File: config.mk
export PLATFORM = sky130hd
export DESIGN_NAME = shift_normalizer
export DESIGN_NICKNAME = d
export VERILOG_FILES = /design/src/rtl/shift_normalizer.sv
export SDC_FILE = /design/constraint.sdc
export NUM_CORES = 1
export LEC_CHECK = 0
export ABC_CLOCK_PERIOD_IN_PS = 6300
export CAP_MARGIN = 10
export CORE_MARGIN = 2
export CORE_UTILIZATION = 35
export DETAILED_ROUTE_END_ITERATION = 16
export GPL_TIMING_DRIVEN = 0
export PLACE_DENSITY = 0.54
export SYNTH_ARGS = -nofsm -noshare
export SYNTH_HDL_FRONTEND = slang
export SYNTH_SLANG_ARGS = --single-unit
File: constraint.sdc
create_clock -name clk -period 6.3 [get_ports clk]
set_input_delay 0.63 -clock clk [delete_from_list [all_inputs] [get_ports clk]]
set_output_delay 0.63 -clock clk [all_outputs]
set_load 0.02 [all_outputs]
File: src/rtl/shift_normalizer.sv
// Multi-cycle 32-bit normalizer: finds the left-shift amount (CLZ or CLS)
// by a 16/8/4/2/1 binary search under a start/done handshake.
module shift_normalizer (
    input  logic        clk,
    input  logic        resetn,
    input  logic        start,
    input  logic [31:0] X,
    input  logic        LogOrArith,
    output logic        busy,
    output logic        done,
    output logic [31:0] Result,
    output logic [4:0]  shamt,
    output logic        Zero
);

    typedef enum logic [1:0] {IDLE, STEP, DONE} state_t;

    state_t      state;
    state_t      state_nx;
    logic [2:0]  k;
    logic [31:0] w_reg;
    logic [4:0]  cnt;
    logic        mode;
    logic        xzero;

    logic        accept;
    logic [5:0]  width;
    logic [31:0] mask_l;
    logic [31:0] mask_a;
    logic        hit;
    logic [31:0] w_nx;
    logic [4:0]  cnt_nx;

    assign accept = start && (state != STEP);

    // Logical: top w bits zero. Arithmetic: top w+1 bits all equal.
    always_comb begin
        width  = 6'd1 << k;
        mask_l = ~(32'hFFFF_FFFF >> width);
        mask_a = ~(32'hFFFF_FFFF >> (width + 6'd1));
        if (mode)
            hit = ((w_reg & mask_l) == 32'd0);
        else
            hit = ((w_reg & mask_a) == 32'd0) ||
                  ((w_reg & mask_a) == mask_a);
        w_nx   = hit ? (w_reg << width) : w_reg;
        cnt_nx = hit ? (cnt + width[4:0]) : cnt;
    end

    always_ff @(posedge clk or negedge resetn) begin
        if (!resetn)
            state <= IDLE;
        else
            state <= state_nx;
    end

    always_comb begin
        state_nx = state;
        unique case (state)
            IDLE:    if (start) state_nx = STEP;
            STEP:    if (k == 3'd0) state_nx = DONE;
            DONE:    state_nx = start ? STEP : IDLE;
            default: state_nx = IDLE;
        endcase
    end

    always_comb begin
        busy = (state == STEP);
        done = (state == DONE);
    end

    always_ff @(posedge clk or negedge resetn) begin
        if (!resetn) begin
            w_reg  <= 32'd0;
            cnt    <= 5'd0;
            k      <= 3'd0;
            mode   <= 1'b0;
            xzero  <= 1'b0;
            Result <= 32'd0;
            shamt  <= 5'd0;
            Zero   <= 1'b0;
        end else if (accept) begin
            w_reg <= X;
            cnt   <= 5'd0;
            k     <= 3'd4;
            mode  <= LogOrArith;
            xzero <= (X == 32'd0);
        end else if (state == STEP) begin
            w_reg <= w_nx;
            cnt   <= cnt_nx;
            k     <= k - 3'd1;
            if (k == 3'd0) begin
                Result <= w_nx;
                shamt  <= cnt_nx;
                Zero   <= xzero;
            end
        end
    end

endmodule

==> results.sh <==
export IMPL_outcome="completed"
export IMPL_overflow=0
export IMPL_p_switching_mw=2.83
export IMPL_yosys_register_bits=82
export IMPL_finalCriticalPeriod_ns=5.52
export IMPL_whs_ns=0.253
export IMPL_critPathRequiredTime_ns=6.49
export IMPL_drv_cap=0
export IMPL_placedCellCount=1142
export IMPL_vias=7043
export IMPL_finalCritPeriodShare=0.876
export IMPL_io_pins=76
export IMPL_fin_setup_tns_ns=0
export IMPL_die_h_um=143
export IMPL_cpMaxStageDelayCell="a211oi_1"
export IMPL_synthArstFlopShare=1.00
export IMPL_place_congestion=1.02
export IMPL_intPower_mw=2.31
export IMPL_cts_setup_buffers=0
export IMPL_drtIter0Drc=868
export IMPL_seqPwrFrac=0.202
export IMPL_area_growth_pct=20.3
export IMPL_numPortBuffers=75
export IMPL_finalClockSkew_ns=0.00864
export IMPL_cts_max_level=3
export IMPL_grt_pass1_vias=6971
export IMPL_clkTransAtPathRegs_ns=0.06
export IMPL_worstSetupStartpointType="flip-flop"
export IMPL_worstMarginPinSlew_ns=0.905
export IMPL_grt_pass1_wl_um=43900
export IMPL_r2r_slack_ns=0.78
export IMPL_crit_fanout=10
export IMPL_core_area_um2=18800
export IMPL_syn_instance_count=806
export IMPL_p_clk_frac=0.100
export IMPL_peakVddDrop_mv=0.200
export IMPL_viasPerCell=6.08
export IMPL_slew_limit_headroom=0.393
export IMPL_antenna_found_initial=1
export IMPL_synth_area_um2=6780
export IMPL_ys_flop_type="dfrtp_1"
export IMPL_hold_viol=0
export IMPL_comb_power_share=0.698
export IMPL_crit_type="flip-flop to flip-flop"
export IMPL_initial_utilization=0.360
export IMPL_cts_sinks=82
export IMPL_crit_path_end_kind="flip-flop"
export IMPL_nets=943
export IMPL_path_cells="inv_1 > ha_1 > buf_2 > buf_4 > nand2_1 > buf_1 > clkbuf_1 > ha_1 > a2bb2oi_1 > o2111ai_1 > a221o_1 > nor4_2 > nor3_4 > buf_2 > a211oi_1 > o31ai_1"
export IMPL_cts_buffers=9
export IMPL_routed_top_layer="met5"
export IMPL_synth_cell_types=75
export IMPL_ys_warnings_count=0
export IMPL_finalMaxSlewViolations=0
export IMPL_synth_edf_count=0
export IMPL_cp_startpoint="k[0]$_DFFE_PN0P_"
export IMPL_yosysSeqAreaShare=0.303
export IMPL_die_width_um=143
export IMPL_cts_repair_resize_count=0
export IMPL_met3WireLength_um=2730
export IMPL_clock_latency_ns=0.35
export IMPL_hold_class="input pin to asynchronous set/reset pin"
export IMPL_dr_pass1_iters=6
export IMPL_finalSetupViolCount=0
export IMPL_met2WireLength_um=12800
export IMPL_drtAntennaViolNets=0
export IMPL_n_antenna_cell=0
export IMPL_drt_met1_wl_um=12800
export IMPL_cts_tree="done"
export IMPL_final_cells=1158
export IMPL_dpl_hpwl_um=22900
export IMPL_hold_buffers=0
export IMPL_grt_usage=0.290
export IMPL_fillers=1962
export IMPL_rows=50
export IMPL_swShare=0.551
export IMPL_crit_arrival_ns=5.71
export IMPL_rsz0062_at_grt="false"
export IMPL_place_area_um2=7880
export IMPL_syn_area_per_cell_um2=8.42
export IMPL_max_freq_mhz=181
export IMPL_timing_rr_start="k[0]$_DFFE_PN0P_"
export IMPL_power_density_nw_per_um2=630
export IMPL_p_leak_nw=3.78
export IMPL_drive_gt1_frac=0.100
export IMPL_slowest_delay_ns=0.74
export IMPL_wire_per_inst_um=25.4
export IMPL_route_detailed_drc=0
export IMPL_cts_root_buf="clkbuf_16"
export IMPL_die_area_um2=20500
export IMPL_wl_um=29400
export IMPL_grt_max_degree=46
export IMPL_syn_nets=856
export IMPL_clock_path_buffers=2
export IMPL_post_route_cell_area_um2=8160
[stage by stage]
stage / total power, mW / util / setup slack (ns)
floorplan: 3.23 / - / 2.34
global placement: 4.56 / 0.417 / 0.814
detailed placement: 4.51 / 0.419 / 0.930
CTS: 5.04 / 0.433 / 0.902
global route: 5.41 / 0.433 / 0.417
finish: 5.14 / 0.433 / 0.783
[critical path: cells and delay by family (launching register included)]
family                     cells  cell delay [ns]
AOI/OAI and AO/OA              5             1.78
buffers and inverters          6             1.70
and+or+nand+nor                3             0.96
adders and majority gates      2             0.50
DFF                            1             0.41
[power by group through the flow]
stage,Clock [mW],Sequential [mW],Combinational [mW]
detailed placement,0,1.03,3.48
global placement,0,1.04,3.52
floorplan,0,1.05,2.18
CTS,0.517,1.03,3.50
global route,0.541,1.06,3.81
finish,0.512,1.04,3.59
[cell type report]
type | count | area, um2 | share of cell area
Buffer | 69 | 333 | 0.0408
Clock buffer | 10 | 229 | 0.0281
Clock inverter | 6 | 48.8 | 0.00598
Inverter | 40 | 150 | 0.0184
Multi-Input combinational cell | 615 | 4250 | 0.520
Sequential cell | 82 | 2050 | 0.251
Tap cell | 260 | 325 | 0.0399
Timing Repair Buffer | 76 | 776 | 0.0950
[Yosys cell counts, drive strengths merged, types with 16 or more instances]
| master | instances | area share |
|---|---|---|
| mux2i | 98 | 0.14 |
| nor2 | 50 | 0.029 |
| a21oi | 50 | 0.038 |
| dfrtp | 82 | 0.30 |
| o21ai | 60 | 0.046 |
| nand2 | 93 | 0.052 |
| o22ai | 16 | 0.015 |
| a211oi | 20 | 0.027 |
| nor4 | 21 | 0.023 |
| buf | 35 | 0.030 |
| inv | 39 | 0.022 |
| clkbuf | 34 | 0.019 |
[cell usage in the layout (no fill, tap or decap), drive strengths merged, types with 6 or more instances in the layout]
master         synthesis  routed
nand4                  8       8
a21oi                 50      50
nor4                  21      21
mux2                   6       6
buf                   35      37
a22oi                  8       8
dfrtp                 82      82
and2                   9       9
nand2                 93      93
clkbuf                34      44
clkdlybuf4s50          0      74
mux2i                 98      98
o22ai                 16      16
nand3                 15      15
a221oi                15      15
nand2b                 9       9
nor2b                 15      15
o31ai                  6       6
a31oi                  9       9
o21ai                 60      60
nor2                  50      50
a221o                  6       6
inv                   39      42
a211oi                20      20
nor3                  14      14
ha                    14      14
[per-layer routing]
metal  track usage  vias up
li1              -     3155
met1         0.404     3422
met2         0.431      396
met3        0.0738       68
met4         0.111        2
met5             0        -
[path summary, 6_finish.rpt]
path | end | cells past startpoint
max in group asynchronous | w_reg[25]$_DFFE_PN0P_ | 2
worst min-delay path | Result[19]$_DFFE_PN0P_ | 1
worst max-delay path | Result[29]$_DFFE_PN0P_ | 16
worst min register to register | Result[20]$_DFFE_PN0P_ | 2
worst max register to register | Result[29]$_DFFE_PN0P_ | 16
min in group clk | Result[20]$_DFFE_PN0P_ | 2
[cell families (layout without fill, tap and decap cells)]
logic type | Yosys count | after routing | share of synthesized area
mux | 105 | 105 | 0.158
fa+ha+maj | 15 | 15 | 0.0273
simple gates | 252 | 252 | 0.185
flops | 82 | 82 | 0.303
xor+xnor | 4 | 4 | 0.00516
buf+inv | 109 | 201 | 0.0712
compound gates | 239 | 239 | 0.251
Power figures use the tool's default switching activity.
